<file path="src/rtl/fifo.sv">
// rtl/fifo.sv - synchronous first-word fall-through FIFO with occupancy flags
module fifo #(
  parameter int DATA_WIDTH = 4,
  parameter int ADDR_WIDTH = 4
) (
  input  logic                  clk,
  input  logic                  reset,
  input  logic                  rd,
  input  logic                  wr,
  input  logic [DATA_WIDTH-1:0] w_data,
  output logic [DATA_WIDTH-1:0] r_data,
  output logic                  empty,
  output logic                  full,
  output logic                  almost_empty,
  output logic                  almost_full,
  output logic [ADDR_WIDTH+1:0] word_count
);

  localparam int DEPTH = 2 ** ADDR_WIDTH;
  localparam logic [ADDR_WIDTH:0] DEPTH_C   = (ADDR_WIDTH+1)'(DEPTH);
  localparam logic [ADDR_WIDTH:0] DEPTH_M1  = (ADDR_WIDTH+1)'(DEPTH - 1);
  localparam logic [ADDR_WIDTH:0] CNT_ONE   = (ADDR_WIDTH+1)'(1);
  localparam logic [ADDR_WIDTH-1:0] PTR_ONE = ADDR_WIDTH'(1);

  logic [DATA_WIDTH-1:0] mem_q [DEPTH];
  logic [ADDR_WIDTH-1:0] wr_ptr_q, wr_ptr_d;
  logic [ADDR_WIDTH-1:0] rd_ptr_q, rd_ptr_d;
  logic [ADDR_WIDTH:0]   count_q, count_d;
  logic                  wr_en, rd_en;

  assign empty        = (count_q == '0);
  assign full         = (count_q == DEPTH_C);
  assign almost_empty = (count_q <= CNT_ONE);
  assign almost_full  = (count_q >= DEPTH_M1);
  assign word_count   = {1'b0, count_q};
  assign r_data       = mem_q[rd_ptr_q];

  // When full, a simultaneous read frees the slot the write lands in.
  assign rd_en = rd && !empty;
  assign wr_en = wr && (!full || rd);

  always_comb begin
    wr_ptr_d = wr_ptr_q;
    rd_ptr_d = rd_ptr_q;
    count_d  = count_q;
    if (wr_en) wr_ptr_d = wr_ptr_q + PTR_ONE;
    if (rd_en) rd_ptr_d = rd_ptr_q + PTR_ONE;
    if (wr_en && !rd_en)      count_d = count_q + CNT_ONE;
    else if (rd_en && !wr_en) count_d = count_q - CNT_ONE;
  end

  always_ff @(posedge clk or negedge reset) begin
    if (!reset) begin
      wr_ptr_q <= '0;
      rd_ptr_q <= '0;
      count_q  <= '0;
    end else begin
      wr_ptr_q <= wr_ptr_d;
      rd_ptr_q <= rd_ptr_d;
      count_q  <= count_d;
    end
  end

  // Storage is never cleared; the empty flag keeps stale words unreachable.
  always_ff @(posedge clk) begin
    if (wr_en && reset) mem_q[wr_ptr_q] <= w_data;
  end

endmodule

</file>
<file path="config.mk">
export PLATFORM = sky130hd
export DESIGN_NAME = fifo
export DESIGN_NICKNAME = d
export VERILOG_FILES = /design/src/rtl/fifo.sv
export SDC_FILE = /design/constraint.sdc
export NUM_CORES = 1
export LEC_CHECK = 0
export CORE_MARGIN = 4
export CORE_UTILIZATION = 45
export CTS_BUF_LIST = sky130_fd_sc_hd__clkbuf_4
export DETAILED_ROUTE_END_ITERATION = 8
export DONT_BUFFER_PORTS = 1
export SYNTH_ARGS = -nofsm -noshare
export SYNTH_HDL_FRONTEND = slang
export SYNTH_SLANG_ARGS = --single-unit
</file>
<file path="constraint.sdc">
create_clock -name clk -period 4.8 [get_ports clk]
set_clock_uncertainty 0.05 [all_clocks]
set_input_delay 0.24 -clock clk [delete_from_list [all_inputs] [get_ports clk]]
set_output_delay 0.24 -clock clk [all_outputs]
set_load 0.005 [all_outputs]
</file>
### Word level (Yosys, flattened, before mapping)

Memory sizes are Yosys's and may differ from the RTL's.
Index checks and enable logic that the tools add are counted.

* register bits: 13
* bits in latches: 0
* memory bits (writable): 64
* bits in read-only memories: 0
* bits of input ports: 8
* output and inout port bits: 14
* word-level logic and storage cells: 27
* memories kept: 1

Memories
* mem_q: words 16, bits a word 4, rd ports 1, clocked after Yosys merged registers in 0, write ports 1, line 25 `logic [DATA_WIDTH-1:0] mem_q [DEPTH];`

* $add $sub $neg: 4
* multipliers: 0
* div/mod/pow operators: 0
* $lt $le $gt $ge: 2
* equal/unequal tests: 1
* shifts and indexed selects: 0
* multiplexer cells: 4
* bitwise logic cells: 0
* reduce and logical (&&, ||, !) cells: 12

Operator list (count)
* $mux W5: 2
* $add A4 B1 Y4 const B: 2
* $add A5 B1 Y5 const B: 1
* $eq A5 B5 Y1 const B: 1
* $ge A5 B4 Y1 const B: 1
* $le A5 B1 Y1 const B: 1
* $logic_and A1 B1 Y1: 5
* $logic_not A5 Y1: 1
* $sub A5 B1 Y5 const B: 1
* $logic_not A1 Y1: 4
* $mux W1: 2
* $reduce_bool A2 Y1: 1
* $logic_or A1 B1 Y1: 1

### Depth between registers and ports, before layout

* depth after elaboration: 8
* mapped depth: 10
* gate-level depth less buffers: 10

### Worst setup path before layout

Ideal clock, no wire load.

* path type: register to register
* start: reg count_q[0]
* end: reg count_q[4]
* setup time: 0.131 ns
* arrival: 1.968 ns
* slack: 2.651 ns
* cell stages (with the launch flop): 11
* cells stage by stage: dfrtp_1 > inv_1 > ha_1 > nor4b_2 > nor2b_1 > inv_1 > ha_1 > clkbuf_1 > nor3b_1 > a21oi_1 > o21ai_0

* elaborated cells between the ends (all ways): 16

RTL lines
* from (decl): line 28 `logic [ADDR_WIDTH:0] count_q, count_d;`
* from (signal assigned): line 60 `count_q <= count_d;`
* $logic_not A5 Y1 (*): line 31 `assign empty = (count_q == '0);`
* named net empty: line 12 `output logic empty,`
* $logic_not A1 Y1 (*): line 39 `assign rd_en = rd && !empty;`
* $logic_and A1 B1 Y1 (*): line 39
* $logic_not A1 Y1: line 48 `if (wr_en && !rd_en) count_d = count_q + CNT_ONE;`
* $logic_and A1 B1 Y1: line 48
* $mux W5 / $reduce_bool A2 Y1 (equally long branches)

The timed path passes the listed nets; every way through them passes the cells marked *. The select of a mux whose other input is x is not followed.
A chain may end at the register's enable or synchronous reset.

### Final worst setup path

* start: reg rd_ptr_q[0]
* end: out r_data[3]

* longest elaborated chain between the ends: 1

RTL lines
* from (decl): line 27 `logic [ADDR_WIDTH-1:0] rd_ptr_q, rd_ptr_d;`
* from (signal assigned): line 59 `rd_ptr_q <= rd_ptr_d;`
* $mem_v2 Z16 W4
* to (decl): line 11 `output logic [DATA_WIDTH-1:0] r_data,`

No other way between the ends.

==> impl_summary.log <==
[metrics] global router's overall resource usage: 0.148
[metrics] Arrival @ worst endpoint: 2.24 ns
[metrics] post-synthesis xor/xnor area fraction: 0.0258
[metrics] fraction of the mapped netlist area in adder cells: 0.0405
[metrics] Peak supply drop: 0.237 mV
[metrics] compound-gate portion of the synthesized area: 0.0483
[metrics] starting density of the core: 0.466
[metrics] flip-flop and latch count after synthesis: 77
[metrics] mean routed wirelength per cell: 17.9 um
[metrics] ratio of cells with drive above 1 in the final layout: 0.0901
[metrics] Post-synth EDFFs: 64
[metrics] critical-path cell with the highest stage delay: sky130_fd_sc_hd__mux4_1
[metrics] count of cells along the worst hold path: 3
[metrics] CTS clock-pin slew for the worst setup and hold paths: 0.13 ns
[metrics] cell family with most CP delay: multiplexers
[metrics] total wire length: 5950 um
[metrics] TritonCTS Buffers: 9
[metrics] number of rows in the core area: 31
[metrics] antenna violations before repair: 0
[metrics] fill count: 650
[metrics] crit end category: output port
[metrics] P_leak: 1.32 nW
[metrics] drt drc: 0
[metrics] launch instance of the worst min-delay path: rd
[metrics] top cells by instance count after synthesis: sky130_fd_sc_hd__edfxtp_1, sky130_fd_sc_hd__mux2i_1, sky130_fd_sc_hd__nand2_1, sky130_fd_sc_hd__nor2_1, sky130_fd_sc_hd__dfrtp_1
[metrics] status: finished, final reports clean
[metrics] total power consumption of the routed design: 1.91 mW
[metrics] post-route clock period utilization: 0.527
[metrics] Avg Inst Size Synth: 15.3 um^2
[metrics] post-detail-place hpwl: 4140 um
[metrics] post-synth top area share: 0.566
[metrics] cell area after technology mapping: 0.00340 mm^2
[metrics] overall die width: 94.9 um
[metrics] number of distinct library cells after synthesis: 34
[metrics] core area: 0.00729 mm^2
[metrics] clk sinks: 77
[metrics] number of buffer and inverter instances along the worst setup path: 1
[metrics] list of cells traversed by the critical path: buf_4 > mux4_1 > a22oi_1 > nand2_1
[metrics] via count of the routed design: 1802
[metrics] worst flop-to-flop path startpoint: count_q[0]
[metrics] portion of the post-synthesis area used by sequential elements: 0.662
[metrics] routability cong.: 0.836
[metrics] required time at the worst-slack endpoint: 4.51 ns
[metrics] multiplexer area fraction after synthesis: 0.112
[metrics] total of endpoints with negative setup slack in the final report: 0
[metrics] buffers added on ports: 0
[metrics] Yosys top cell by area: sky130_fd_sc_hd__edfxtp_1
[metrics] setup TNS: 0 ns
[metrics] number of cells on the worst reg-to-reg path: 10
[metrics] ANT nets after route: 0
[metrics] simple-gate area share of the yosys netlist: 0.0774
[metrics] count of antenna diodes in the layout: 0
[metrics] final non-filler cell total: 332
[metrics] count of instances resized after the clock tree is built: 0
[metrics] worst min-delay path class: in -> reg
[metrics] Worst setup SP type: flop
[metrics] library cell with the highest instance count after synthesis: sky130_fd_sc_hd__edfxtp_1
[metrics] largest cells by area after synthesis: sky130_fd_sc_hd__edfxtp_1, sky130_fd_sc_hd__dfrtp_1, sky130_fd_sc_hd__mux2i_1, sky130_fd_sc_hd__ha_1, sky130_fd_sc_hd__mux4_1
[metrics] Pwr Density: 524 mW/mm^2
[metrics] drt first pass iters: 4
[metrics] max frequency: 395 MHz
[metrics] number of nets in the final layout: 247
[metrics] number of violations reported at the end of detailed-routing iteration 0: 139
[metrics] Slowest Stage Delay on Critical Path: 0.64 ns
[metrics] share of async-settable or async-resettable flops after synthesis: 0.169
[metrics] Setup CP Type: reg -> out
[metrics] y dimension of the die: 94.9 um
[metrics] number of nets in the synthesized netlist: 241
[metrics] FF-to-FF End: count_q[3]
[metrics] GRT overflow: 0
[metrics] Inst Count DP: 311
[metrics] global-route wire length before repair: 9630 um
[metrics] count of synthesis-stage warnings from yosys: 0
[metrics] final critical-path required period: 2.53 ns
[metrics] max_slew headroom: 0.404
[metrics] RSZ-0062 raised after global routing: no
[metrics] Vias/cell: 5.43
[metrics] Max-Cap Viols: 0
[metrics] # Post-CTS Setup Buffers: 0
[metrics] slew of the pin with the lowest slew margin: 0.885 ns
[metrics] IO Count: 22
[metrics] total count of max-transition violations in the final report: 0
[metrics] Final Hold Viols: 0
[metrics] Die Outline Area: 0.00900 mm^2
[metrics] synthesized netlist cell count: 222
[metrics] Min-Delay Endpoint: rd_ptr_q[1]
[metrics] maximum fanout encountered on the critical timing path: 23
[metrics] ys flop type: sky130_fd_sc_hd__edfxtp_1
[metrics] clk root buf: sky130_fd_sc_hd__clkbuf_4
[metrics] number of global-route vias before repair: 1780
[metrics] number of buffers between clock root and the deepest sink: 2
[metrics] Clock H-tree levels: 3
[metrics] TritonCTS clock tree: done
[metrics] combinational family with the most area after synthesis: multiplexers
[metrics] worst-skew pair later-pin latency: 0.41 ns
[metrics] signed area change from the synthesized netlist to the final layout: 7.11%
[metrics] largest net degree at the start of global routing: 24
[metrics] reg-to-reg slack, setup: 2.42 ns
-- placed cells by master, fill, tap and decap left out, types with 2 or more instances in the layout --
master | Yosys | routed
sky130_fd_sc_hd__nand3b_1 | 2 | 2
sky130_fd_sc_hd__a221oi_1 | 8 | 8
sky130_fd_sc_hd__clkinv_1 | 0 | 2
sky130_fd_sc_hd__dlygate4sd3_1 | 0 | 5
sky130_fd_sc_hd__edfxtp_1 | 64 | 64
sky130_fd_sc_hd__ha_1 | 11 | 11
sky130_fd_sc_hd__a21oi_1 | 2 | 2
sky130_fd_sc_hd__nor2_1 | 18 | 18
sky130_fd_sc_hd__mux4_2 | 3 | 3
sky130_fd_sc_hd__nor4_1 | 4 | 4
sky130_fd_sc_hd__o21ai_0 | 7 | 7
sky130_fd_sc_hd__xnor2_1 | 7 | 7
sky130_fd_sc_hd__clkbuf_4 | 0 | 9
sky130_fd_sc_hd__xor2_1 | 3 | 3
sky130_fd_sc_hd__mux2i_1 | 18 | 18
sky130_fd_sc_hd__nor2b_1 | 2 | 2
sky130_fd_sc_hd__nand4_1 | 3 | 3
sky130_fd_sc_hd__dfrtp_1 | 13 | 13
sky130_fd_sc_hd__clkinv_4 | 0 | 2
sky130_fd_sc_hd__nand3_1 | 2 | 2
sky130_fd_sc_hd__a22oi_1 | 4 | 4
sky130_fd_sc_hd__mux4_1 | 5 | 5
sky130_fd_sc_hd__nand2_1 | 18 | 18
sky130_fd_sc_hd__inv_6 | 0 | 2
sky130_fd_sc_hd__inv_1 | 8 | 8
-- report_power, final --
group / switching [mW] / internal, mW
sequential: 0.129 / 0.809
combinational: 0.326 / 0.257
clock: 0.224 / 0.161
-- kinds of logic after synthesis --
logic type | after synthesis
DFF | 77
muxes | 26
xor gates and xnor gates | 10
adders and majority gates | 11
and+or+nand+nor | 54
buffers and inverters | 20
other | 1
AOI/OAI and AO/OA | 23
-- stage by stage --
stage / instance area, um^2 / setup slack, ns / hold slack (ns) / utilization
6_report: 3640 / 2.27 / 0.0685 / 0.499
2_1_floorplan: 3400 / 2.65 / -0.106 / -
3_5_place_dp: 3450 / 2.44 / -0.105 / 0.473
4_1_cts: 3640 / 2.22 / 0.0425 / 0.499
5_1_grt: 3640 / 2.08 / 0.0645 / 0.499
3_3_place_gp: 3450 / 2.46 / -0.105 / 0.473
-- layout make-up --
class                           count  area [um^2]  share of cell area
Tap cell                           99          124              0.0341
Multi-Input combinational cell    125         1030               0.284
Clock inverter                      7         72.6              0.0200
Inverter                            9         33.8             0.00929
Sequential cell                    77         2250               0.618
Clock buffer                        9         67.6              0.0186
Timing Repair Buffer                6         57.6              0.0158
-- layer usage --
layer / routed length, um / GRT usage
met4: 124 / 0.0709
met5: 0 / 0
met1: 2630 / 0.201
met3: 285 / 0.0311
met2: 2920 / 0.228
-- worst min-delay path, delay by kind of cell --
| kind | cells | cell delay, ns |
|---|---|---|
| and+or+nand+nor | 3 | 0.26 |
-- worst max path at each step --
stage | depth (start not counted) | slack (ns) | endpoint | startpoint
finish | 4 | 2.27 | r_data[3] | rd_ptr_q[0]
detailed placement | 10 | 2.44 | count_q[3] | count_q[0]
global placement | 5 | 2.46 | mem_q[2][3] | count_q[0]
CTS | 4 | 2.22 | r_data[0] | rd_ptr_q[0]
floorplan | 10 | 2.65 | count_q[4] | count_q[0]
global route | 5 | 2.08 | r_data[0] | rd_ptr_q[0]
-- sequential cells by signal, summed over array words and instances (netlist names) --
register,count
mem_q,64
count_q,5
rd_ptr_q,4
wr_ptr_q,4
-- timing repair --
| item | 4_1_cts | 5_1_grt |
|---|---|---|
| hold buffers | 5 | 0 |
| endpoints found under the setup margin | 0 | 0 |
| endpoints found under the hold margin | 77 | 0 |
Power figures use the tool's default switching activity.
